--- src/rtl/tone_decoder.sv ---
// tone_decoder: measures the half-period of a square-wave speaker signal and
// classifies it as one of the natural notes C4..B4 (note index 1..7).
// A note is confirmed after MATCH_N consecutive matching half-periods and is
// reported as an index, as a one-hot LED pattern and with a change strobe.
//
// Build option: define TONE_DECODER_HOLD_EN to keep the last confirmed note
// on note/led through silence. note_valid still drops, and the silence event
// itself does not strobe.
//
// state    | meaning
// ---------+-----------------------------------------------------------
// ST_IDLE  | no reference edge yet; the next edge only arms measurement
// ST_ARMED | every edge closes a half-period and is classified
module tone_decoder #(
    parameter int TICK_DIV      = 100,
    parameter int MATCH_N       = 4,
    parameter int TOL_SHIFT     = 6,
    parameter int SILENCE_TICKS = 4000
) (
    input  logic       clk,
    input  logic       rst_n,
    input  logic       speaker_in,
    output logic [2:0] note,
    output logic [6:0] led,
    output logic       note_valid,
    output logic       note_strobe
);

    localparam int PW = (TICK_DIV > 1) ? $clog2(TICK_DIV) : 1;
    localparam int CW = $clog2(SILENCE_TICKS + 1);
    localparam int SW = $clog2(MATCH_N + 1);

    typedef enum logic {
        ST_IDLE  = 1'b0,
        ST_ARMED = 1'b1
    } state_t;

    // Nominal half-periods in ticks for notes 1..7.
    function automatic int nom_of(input int k);
        case (k)
            1:       return 1911;
            2:       return 1703;
            3:       return 1517;
            4:       return 1432;
            5:       return 1276;
            6:       return 1136;
            7:       return 1012;
            default: return 0;
        endcase
    endfunction

    // Returns the note whose inclusive tolerance window holds m, or 0.
    function automatic logic [2:0] classify(input logic [CW-1:0] m);
        logic [2:0] hit;
        int         mi;
        int         nom;
        int         tol;
        hit = 3'd0;
        mi  = int'(m);
        for (int k = 1; k <= 7; k++) begin
            nom = nom_of(k);
            tol = nom >> TOL_SHIFT;
            if ((mi >= nom - tol) && (mi <= nom + tol)) begin
                hit = 3'(k);
            end
        end
        return hit;
    endfunction

    function automatic logic [6:0] led_of(input logic [2:0] n);
        logic [6:0] l;
        l = 7'd0;
        if (n != 3'd0) begin
            l = 7'(7'd1 << (n - 3'd1));
        end
        return l;
    endfunction

    logic          sync_a_q, sync_a_d;
    logic          sync_b_q, sync_b_d;
    logic          prev_q, prev_d;
    logic [PW-1:0] presc_q, presc_d;
    logic [CW-1:0] cnt_q, cnt_d;
    state_t        state_q, state_d;
    logic [2:0]    cand_q, cand_d;
    logic [SW-1:0] streak_q, streak_d;
    logic [2:0]    note_q, note_d;
    logic [6:0]    led_q, led_d;
    logic          valid_q, valid_d;
    logic          strobe_q, strobe_d;

    logic          edge_w;
    logic          tick_w;
    logic          silence_w;
    logic [2:0]    match_w;

    assign edge_w    = sync_b_q ^ prev_q;
    assign tick_w    = (presc_q == PW'(TICK_DIV - 1));
    // Silence fires only on the tick that brings the counter to the limit;
    // once saturated it stays quiet. A coincident edge wins.
    assign silence_w = tick_w && (cnt_q == CW'(SILENCE_TICKS - 1)) && !edge_w;
    // The measurement is the count accumulated before this cycle; the tick
    // that coincides with the closing edge is not part of it.
    assign match_w   = classify(cnt_q);

    // Next-state logic: synchronizer, timebase, streak tracking and outputs.
    always_comb begin
        sync_a_d = speaker_in;
        sync_b_d = sync_a_q;
        prev_d   = sync_b_q;
        presc_d  = presc_q;
        cnt_d    = cnt_q;
        state_d  = state_q;
        cand_d   = cand_q;
        streak_d = streak_q;
        note_d   = note_q;
        led_d    = led_q;
        valid_d  = valid_q;
        strobe_d = 1'b0;

        if (edge_w || tick_w) begin
            presc_d = '0;
        end else begin
            presc_d = presc_q + PW'(1);
        end

        if (edge_w) begin
            cnt_d = '0;
        end else if (tick_w && (cnt_q != CW'(SILENCE_TICKS))) begin
            cnt_d = cnt_q + CW'(1);
        end

        if (edge_w) begin
            if (state_q == ST_IDLE) begin
                state_d = ST_ARMED;
            end else begin
                if (match_w == 3'd0) begin
                    streak_d = '0;
                end else if (match_w == cand_q) begin
                    if (streak_q != SW'(MATCH_N)) begin
                        streak_d = streak_q + SW'(1);
                    end
                end else begin
                    cand_d   = match_w;
                    streak_d = SW'(1);
                end

                // A held note (valid low) that is re-confirmed becomes valid
                // again without a strobe, since its value does not change.
                if ((match_w != 3'd0) && (streak_d == SW'(MATCH_N)) &&
                    ((cand_d != note_q) || !valid_q)) begin
                    note_d   = cand_d;
                    led_d    = led_of(cand_d);
                    valid_d  = 1'b1;
                    strobe_d = (cand_d != note_q);
                end
            end
        end else if (silence_w) begin
            state_d  = ST_IDLE;
            streak_d = '0;
            valid_d  = 1'b0;
`ifdef TONE_DECODER_HOLD_EN
            note_d   = note_q;
`else
            note_d   = 3'd0;
            led_d    = 7'd0;
            strobe_d = (note_q != 3'd0);
`endif
        end
    end

    // State register with synchronous active-low reset.
    always_ff @(posedge clk) begin
        if (!rst_n) begin
            sync_a_q <= 1'b0;
            sync_b_q <= 1'b0;
            prev_q   <= 1'b0;
            presc_q  <= '0;
            cnt_q    <= '0;
            state_q  <= ST_IDLE;
            cand_q   <= 3'd0;
            streak_q <= '0;
            note_q   <= 3'd0;
            led_q    <= 7'd0;
            valid_q  <= 1'b0;
            strobe_q <= 1'b0;
        end else begin
            sync_a_q <= sync_a_d;
            sync_b_q <= sync_b_d;
            prev_q   <= prev_d;
            presc_q  <= presc_d;
            cnt_q    <= cnt_d;
            state_q  <= state_d;
            cand_q   <= cand_d;
            streak_q <= streak_d;
            note_q   <= note_d;
            led_q    <= led_d;
            valid_q  <= valid_d;
            strobe_q <= strobe_d;
        end
    end

    assign note        = note_q;
    assign led         = led_q;
    assign note_valid  = valid_q;
    assign note_strobe = strobe_q;

endmodule
--- config.mk ---
export PLATFORM = sky130hd
export DESIGN_NAME = tone_decoder
export DESIGN_NICKNAME = d
export VERILOG_FILES = /design/src/rtl/tone_decoder.sv
export SDC_FILE = /design/constraint.sdc
export NUM_CORES = 1
export LEC_CHECK = 0
export ABC_AREA = 1
export BUFFER_PORTS_ARGS = -buffer_cell sky130_fd_sc_hd__buf_2
export CORE_MARGIN = 2
export CORE_UTILIZATION = 30
export CTS_CLUSTER_DIAMETER = 30
export DETAILED_ROUTE_END_ITERATION = 8
export GPL_TIMING_DRIVEN = 0
export REMOVE_ABC_BUFFERS = 1
export SYNTH_ARGS = -nofsm -noshare
export SYNTH_HDL_FRONTEND = slang
export SYNTH_SLANG_ARGS = --single-unit
--- constraint.sdc ---
create_clock -name clk -period 3.6 [get_ports clk]
set_input_delay 0 -clock clk [delete_from_list [all_inputs] [get_ports clk]]
set_output_delay 0 -clock clk [all_outputs]
set_load 0.02 [all_outputs]
# Yosys cells after proc, flatten, opt, wreduce, memory -nomap -nowiden
# Cells that the tools add are included.
# W data, S select, Z words.
# word_totals
register_bits,41
input_bits,3
output_inout_bits,12
# op_classes
n_addsub,4
order_cmp,14
eq_ne,9
shift,1
muxes,36
bitwise,2
n_reduce_logical,26
# op_table
op,n
$le A12 B11 Y1 const B,7
$ge A12 B11 Y1 const B,6
$mux W3,19
$mux W7,5
$add A12 B1 Y12 const B,1
$eq A12 B12 Y1 const B,1
$ge A12 B10 Y1 const B,1
$logic_and A1 B1 Y1,12
$ne A12 B12 Y1 const B,1
$mux W1,10
$reduce_bool A3 Y1,3
$add A7 B1 Y7 const B,1
$eq A7 B7 Y1 const B,1
$shl A1 B3 Y7 const A,1
$mux W2,2
$reduce_and A2 Y1,2
$reduce_or A2 Y1,2
$add A3 B1 Y3 const B,1
$eq A3 B3 Y1,1
$eq A3 B3 Y1 const B,1
$logic_not A3 Y1,1
$ne A3 B3 Y1,1
$ne A3 B3 Y1 const B,1
$reduce_and A3 Y1,1
other kinds (8),10

# Longest topological paths before layout
# logic_depth
word_depth,20
depth_mapped,20

# Worst setup path after synthesis
# OpenSTA, ideal clock, no wires.
# synth_path
path_type,flip-flop to flip-flop
start,register cnt_q[1]
end,register led_q[4] (netlist: led[4])
setup_time_ns,0.070
t_arrival_ns,2.573
setup_slack_ns,0.956
path_stages_with_launch,16
path_buffers,0
synth_period_minus_slack_ns,2.644
cell_sequence,dfxtp_1 -> inv_1 -> ha_1 -> o21ai_1 -> nor2_1 -> o21ai_1 -> nand2_4 -> nor2_8 -> nand4_1 -> nand2_1 -> nor2_1 -> ha_1 -> or2_2 -> nor2_1 -> nand4_1 -> a21oi_1
# synth_between
elab_chain_len,20
# synth_lines
element,line_no,text
start: declaration,83,"logic [CW-1:0] cnt_q, cnt_d;"
start signal: assignment,192,cnt_q <= cnt_d;
$ge A12 B11 Y1 or $le A12 B11 Y1 (tied branches),63,if ((mi >= nom - tol) && (mi <= nom + tol)) begin
$logic_and A1 B1 Y1,63,
$mux W1,63,
$mux W2 (2 in a row),63,
$mux W3 (4 in a row),63,
$eq A3 B3 Y1,139,end else if (match_w == cand_q) begin
$mux W3,139,
$mux W3,137,if (match_w == 3'd0) begin
$mux W3,134,if (state_q == ST_IDLE) begin
$mux W3,133,if (edge_w) begin
$sub A3 B1 Y3,74,l = 7'(7'd1 << (n - 3'd1));
$shl A1 B3 Y7,74,
$mux W7,73,if (n != 3'd0) begin
$mux W7,150,if ((match_w != 3'd0) && (streak_d == SW'(MATCH_N)) &&
$mux W7,134,
$mux W7,133,
end signal: assignment,197,led_q <= led_d;
end: declaration,88,"logic [6:0] led_q, led_d;"
# Several ways; a longest one is shown, not always the timed one. The select of a mux whose other input is x is not followed.
# A chain may end at the register's enable or synchronous reset.

# Worst setup path after layout
# layout_path
start,register cnt_q[1]
end,register led_q[5] (netlist: led[5])
# Same word-level chain as after synthesis.

==> metrics.txt <==
# TYPE chip_impl_metric gauge
chip_impl_metric{name="route.final.wire_length",unit="um"} 6670
chip_impl_metric{name="pin_count_of_the_biggest_net_entering_global_routing",unit=""} 18
chip_impl_info{name="critPathLaunch",value="cnt_q[1]"} 1
chip_impl_metric{name="detail_route.vias_per_cell",unit=""} 4.77
chip_impl_metric{name="power.share.switching",unit="%"} 21.8
chip_impl_metric{name="seqPwrFrac",unit="%"} 48.0
chip_impl_metric{name="cts.sink_count",unit=""} 41
chip_impl_metric{name="coreArea",unit="um2"} 9280
chip_impl_metric{name="pre_cts_ws",unit="ps"} 506
chip_impl_metric{name="final_max_slew_viol_count",unit=""} 0
chip_impl_metric{name="port_buffers",unit=""} 14
chip_impl_info{name="cp-start-kind",value="flip-flop"} 1
chip_impl_metric{name="cts.repair_timing.setup_buffer_count",unit=""} 0
chip_impl_metric{name="design.portCount",unit=""} 15
chip_impl_metric{name="cts_htree_levels",unit=""} 2
chip_impl_metric{name="dp_hpwl",unit="um"} 5150
chip_impl_metric{name="drtPass1Iterations",unit=""} 4
chip_impl_metric{name="grt_util_all_layers",unit="%"} 13.9
chip_impl_metric{name="static-leakage-power",unit="nW"} 1.43
chip_impl_metric{name="avgSynthCellArea",unit="um2"} 6.68
chip_impl_info{name="ctsRootBufferMaster",value="clkbuf_8"} 1
chip_impl_metric{name="vias_in_the_first_global_route",unit=""} 2584
chip_impl_info{name="crit_end",value="led[5]"} 1
chip_impl_metric{name="synth.ff_latch_count",unit=""} 41
chip_impl_metric{name="power.internal",unit="W"} 0.000752
chip_impl_metric{name="layout.cell_area.non_filler",unit="um2"} 3240
chip_impl_metric{name="initial_core_util",unit="%"} 31.1
chip_impl_info{name="crit_path_end_kind",value="flip-flop"} 1
chip_impl_metric{name="multi_input_comb_area",unit="um2"} 1750
chip_impl_metric{name="clk-insertion-delay-late",unit="ps"} 300
chip_impl_metric{name="cts_buffers",unit=""} 5
chip_impl_metric{name="final.setup.worst_slack",unit="ps"} 487
chip_impl_metric{name="worst-path-max-fanout",unit=""} 7
chip_impl_metric{name="post_dp_cell_area",unit="um2"} 3070
chip_impl_metric{name="fp.dieArea",unit="um2"} 10400
chip_impl_metric{name="ys.warnings.count",unit=""} 0
chip_impl_metric{name="gp_routability_congestion",unit=""} 0.908
chip_impl_info{name="worstHoldPathType",value="flip-flop to flip-flop"} 1
chip_impl_info{name="r2r-start",value="cnt_q[1]"} 1
chip_impl_metric{name="setup_viol",unit=""} 0
chip_impl_info{name="rsz_0062_raised_after_global_routing",value="no"} 1
chip_impl_metric{name="timing.reg2reg.setup_slack",unit="ps"} 490
chip_impl_metric{name="powerDensity",unit="nW/um2"} 297
chip_impl_metric{name="power.ir.vdd_worst",unit="mV"} 0.178
chip_impl_info{name="criticalPathCategory",value="flip-flop to flip-flop"} 1
chip_impl_metric{name="drtAntennaViolNets",unit=""} 0
chip_impl_metric{name="avgRoutedWirePerCell",unit="um"} 11.5
chip_impl_metric{name="grt_antenna_before_repair",unit=""} 0
chip_impl_metric{name="finalHoldViolations",unit=""} 0
chip_impl_metric{name="die-height",unit="um"} 102
chip_impl_metric{name="timing.critical_path.arrival",unit="ps"} 3330
chip_impl_metric{name="worst-r2r-cell-count",unit=""} 15
chip_impl_metric{name="wire_length_of_the_first_global_routing_pass",unit="um"} 11700
chip_impl_metric{name="number_of_remaining_drc_errors",unit=""} 0
chip_impl_metric{name="synth_cell_type_count",unit=""} 35
chip_impl_info{name="tritoncts",value="done"} 1
chip_impl_metric{name="max_slew.worst_pin.slew",unit="ps"} 529
chip_impl_metric{name="max_slew_margin",unit="%"} 64.5
chip_impl_metric{name="period_share",unit="%"} 86.5
chip_impl_metric{name="power.clock.fraction",unit="%"} 47.7
chip_impl_metric{name="cts.path.max_buffers",unit=""} 2
chip_impl_metric{name="gr-total-overflow",unit=""} 0
chip_impl_metric{name="layout_min_cycle_time",unit="ps"} 3110
chip_impl_metric{name="fmaxAchievable",unit="MHz"} 321
chip_impl_info{name="run_status",value="finished, final reports clean"} 1
chip_impl_metric{name="drive_above_1_share",unit="%"} 17.6
chip_impl_metric{name="area_growth_from_synthesis_to_final_layout",unit="%"} 12.2
chip_impl_metric{name="layout_fillers",unit=""} 1042
chip_impl_metric{name="synthesis.instances",unit=""} 432
chip_impl_metric{name="clkTransAtPathRegs",unit="ps"} 90
chip_impl_metric{name="insertedDiodeCount",unit=""} 0
chip_impl_metric{name="worst_clock_skew",unit="ps"} 7.70
chip_impl_metric{name="switching_power",unit="W"} 0.000210
chip_impl_metric{name="synthesis.area",unit="um2"} 2890
chip_impl_metric{name="cp.required",unit="ps"} 3820
chip_impl_info{name="r2r-end",value="led[5]"} 1
chip_impl_metric{name="synth_seq_area_share",unit="%"} 28.4
chip_impl_metric{name="fp.dieW",unit="um"} 102
chip_impl_metric{name="sequential_cell_area",unit="um2"} 821
chip_impl_metric{name="postLayoutCoreUtil",unit="%"} 34.9
chip_impl_metric{name="initialDrtViolationCount",unit=""} 271
chip_impl_metric{name="placement_row_count",unit=""} 35
chip_impl_metric{name="finalPower",unit="W"} 0.000962
chip_impl_metric{name="max-cap-violations",unit=""} 0
chip_impl_metric{name="final.setup.tns",unit="ps"} 0
chip_impl_metric{name="num_vias",unit=""} 2756
chip_impl_metric{name="design.final.nets",unit=""} 459
chip_impl_metric{name="power_frac_comb",unit="%"} 4.2
==> area by class of cell <==
class	count	area share, %
Timing Repair Buffer	17	3.09
Inverter	71	8.23
Clock inverter	3	2.13
Tap cell	129	4.99
Multi-Input combinational cell	312	54.1
Clock buffer	5	2.13
Sequential cell	41	25.4
==> flip-flops by register name, indices dropped and copies added (netlist names) <==
name,cells
note_valid,1
note,3
cnt_q,12
cand_q,3
prev_q,1
led,7
note_strobe,1
state_q,1
streak_q,3
presc_q,7
prev_d,1
sync_a_q,1
==> per-stage QoR <==
step / std cells / hold WS (ps)
floorplan: 424 / 93.5
global placement: 567 / 188
detailed placement: 567 / 196
CTS: 578 / 432
global route: 578 / 460
finish: 578 / 427
==> cells by family (layout without fill, tap and decap cells) <==
logic type	after synthesis	in the layout	share of synthesized area, %
xor gates and xnor gates	5	5	1.52
and+or+nand+nor	242	242	45.2
adders and majority gates	8	8	3.47
AOI/OAI and AO/OA	57	57	10.5
buffers and inverters	79	96	10.9
DFF	41	41	28.4
==> layout by cell type (no fill, tap or decap), types with 13 or more instances in the layout <==
cell type	count
nor3_1	13
dfxtp_1	41
inv_1	54
a21oi_1	36
inv_2	13
nor2_1	48
nand4_1	16
buf_2	14
nand2_2	14
nand2_1	79
nand3_1	37
==> worst min path at each step <==
stage	cells past startpoint	endpoint	startpoint	slack, ps
floorplan	2	prev_d	rst_n	90
global placement	3	sync_a_q	speaker_in	190
detailed placement	3	sync_a_q	speaker_in	200
CTS	2	prev_d	sync_a_q	430
global route	2	prev_d	sync_a_q	460
finish	2	prev_d	sync_a_q	430
==> power groups by stage <==
stage	clock (W)	combinational, W	sequential [W]
final	0.000459	0.0000408	0.000462
after global routing	0.000490	0.0000480	0.000463
after CTS	0.000473	0.0000412	0.000462
after detailed placement	0	0.0000387	0.000473
after global placement	0	0.0000376	0.000473
after floorplan	0	0.0000289	0.000472
==> Yosys cell counts, drive strengths merged <==
library cell	count	share of area, %
nand2	98	16
inv	67	8.7
nor2	60	11
nand3	49	11
dfxtp	41	28
a21oi	36	6.2
nand4	16	3.5
o21ai	15	2.6
nor3	13	2.3
ha	8	3.5
buf	5	1.3
clkinv	4	0.52
xor2	4	1.2
clkbuf	3	0.39
nor3b	3	0.78
and3	2	0.43
o21a	2	0.52
a311oi	1	0.30
o211ai	1	0.26
o21bai	1	0.26
o31ai	1	0.26
or2	1	0.22
xnor2	1	0.30
==> worst max-delay path: stages, from the launching register on <==
cell and delay [ps]:
dfxtp_1 410, inv_1 160, ha_1 290, o21ai_1 160
nor2_1 70, o21ai_1 230, nand2_4 120, nor2_8 160
nand4_1 130, nand2_1 190, nor2_1 90, ha_1 290
or2_2 320, nor2_1 110, nand4_1 130, a21oi_1 180
==> timing repair <==
item	CTS	global route
hold buffers	3	0
endpoints found under the hold margin	3	0
resized for setup	0	0
==> routing by layer <==
metal | part of all wire (%) | global-route usage, % | vias to the layer above
met1 | 48 | 19.2 | 1273
met4 | 1.4 | 3.79 | 0
li1 | - | - | 1428
met3 | 4.3 | 1.64 | 8
met5 | 0 | 0 | -
met2 | 46 | 22.8 | 47
(Power assumes the default switching activity.)
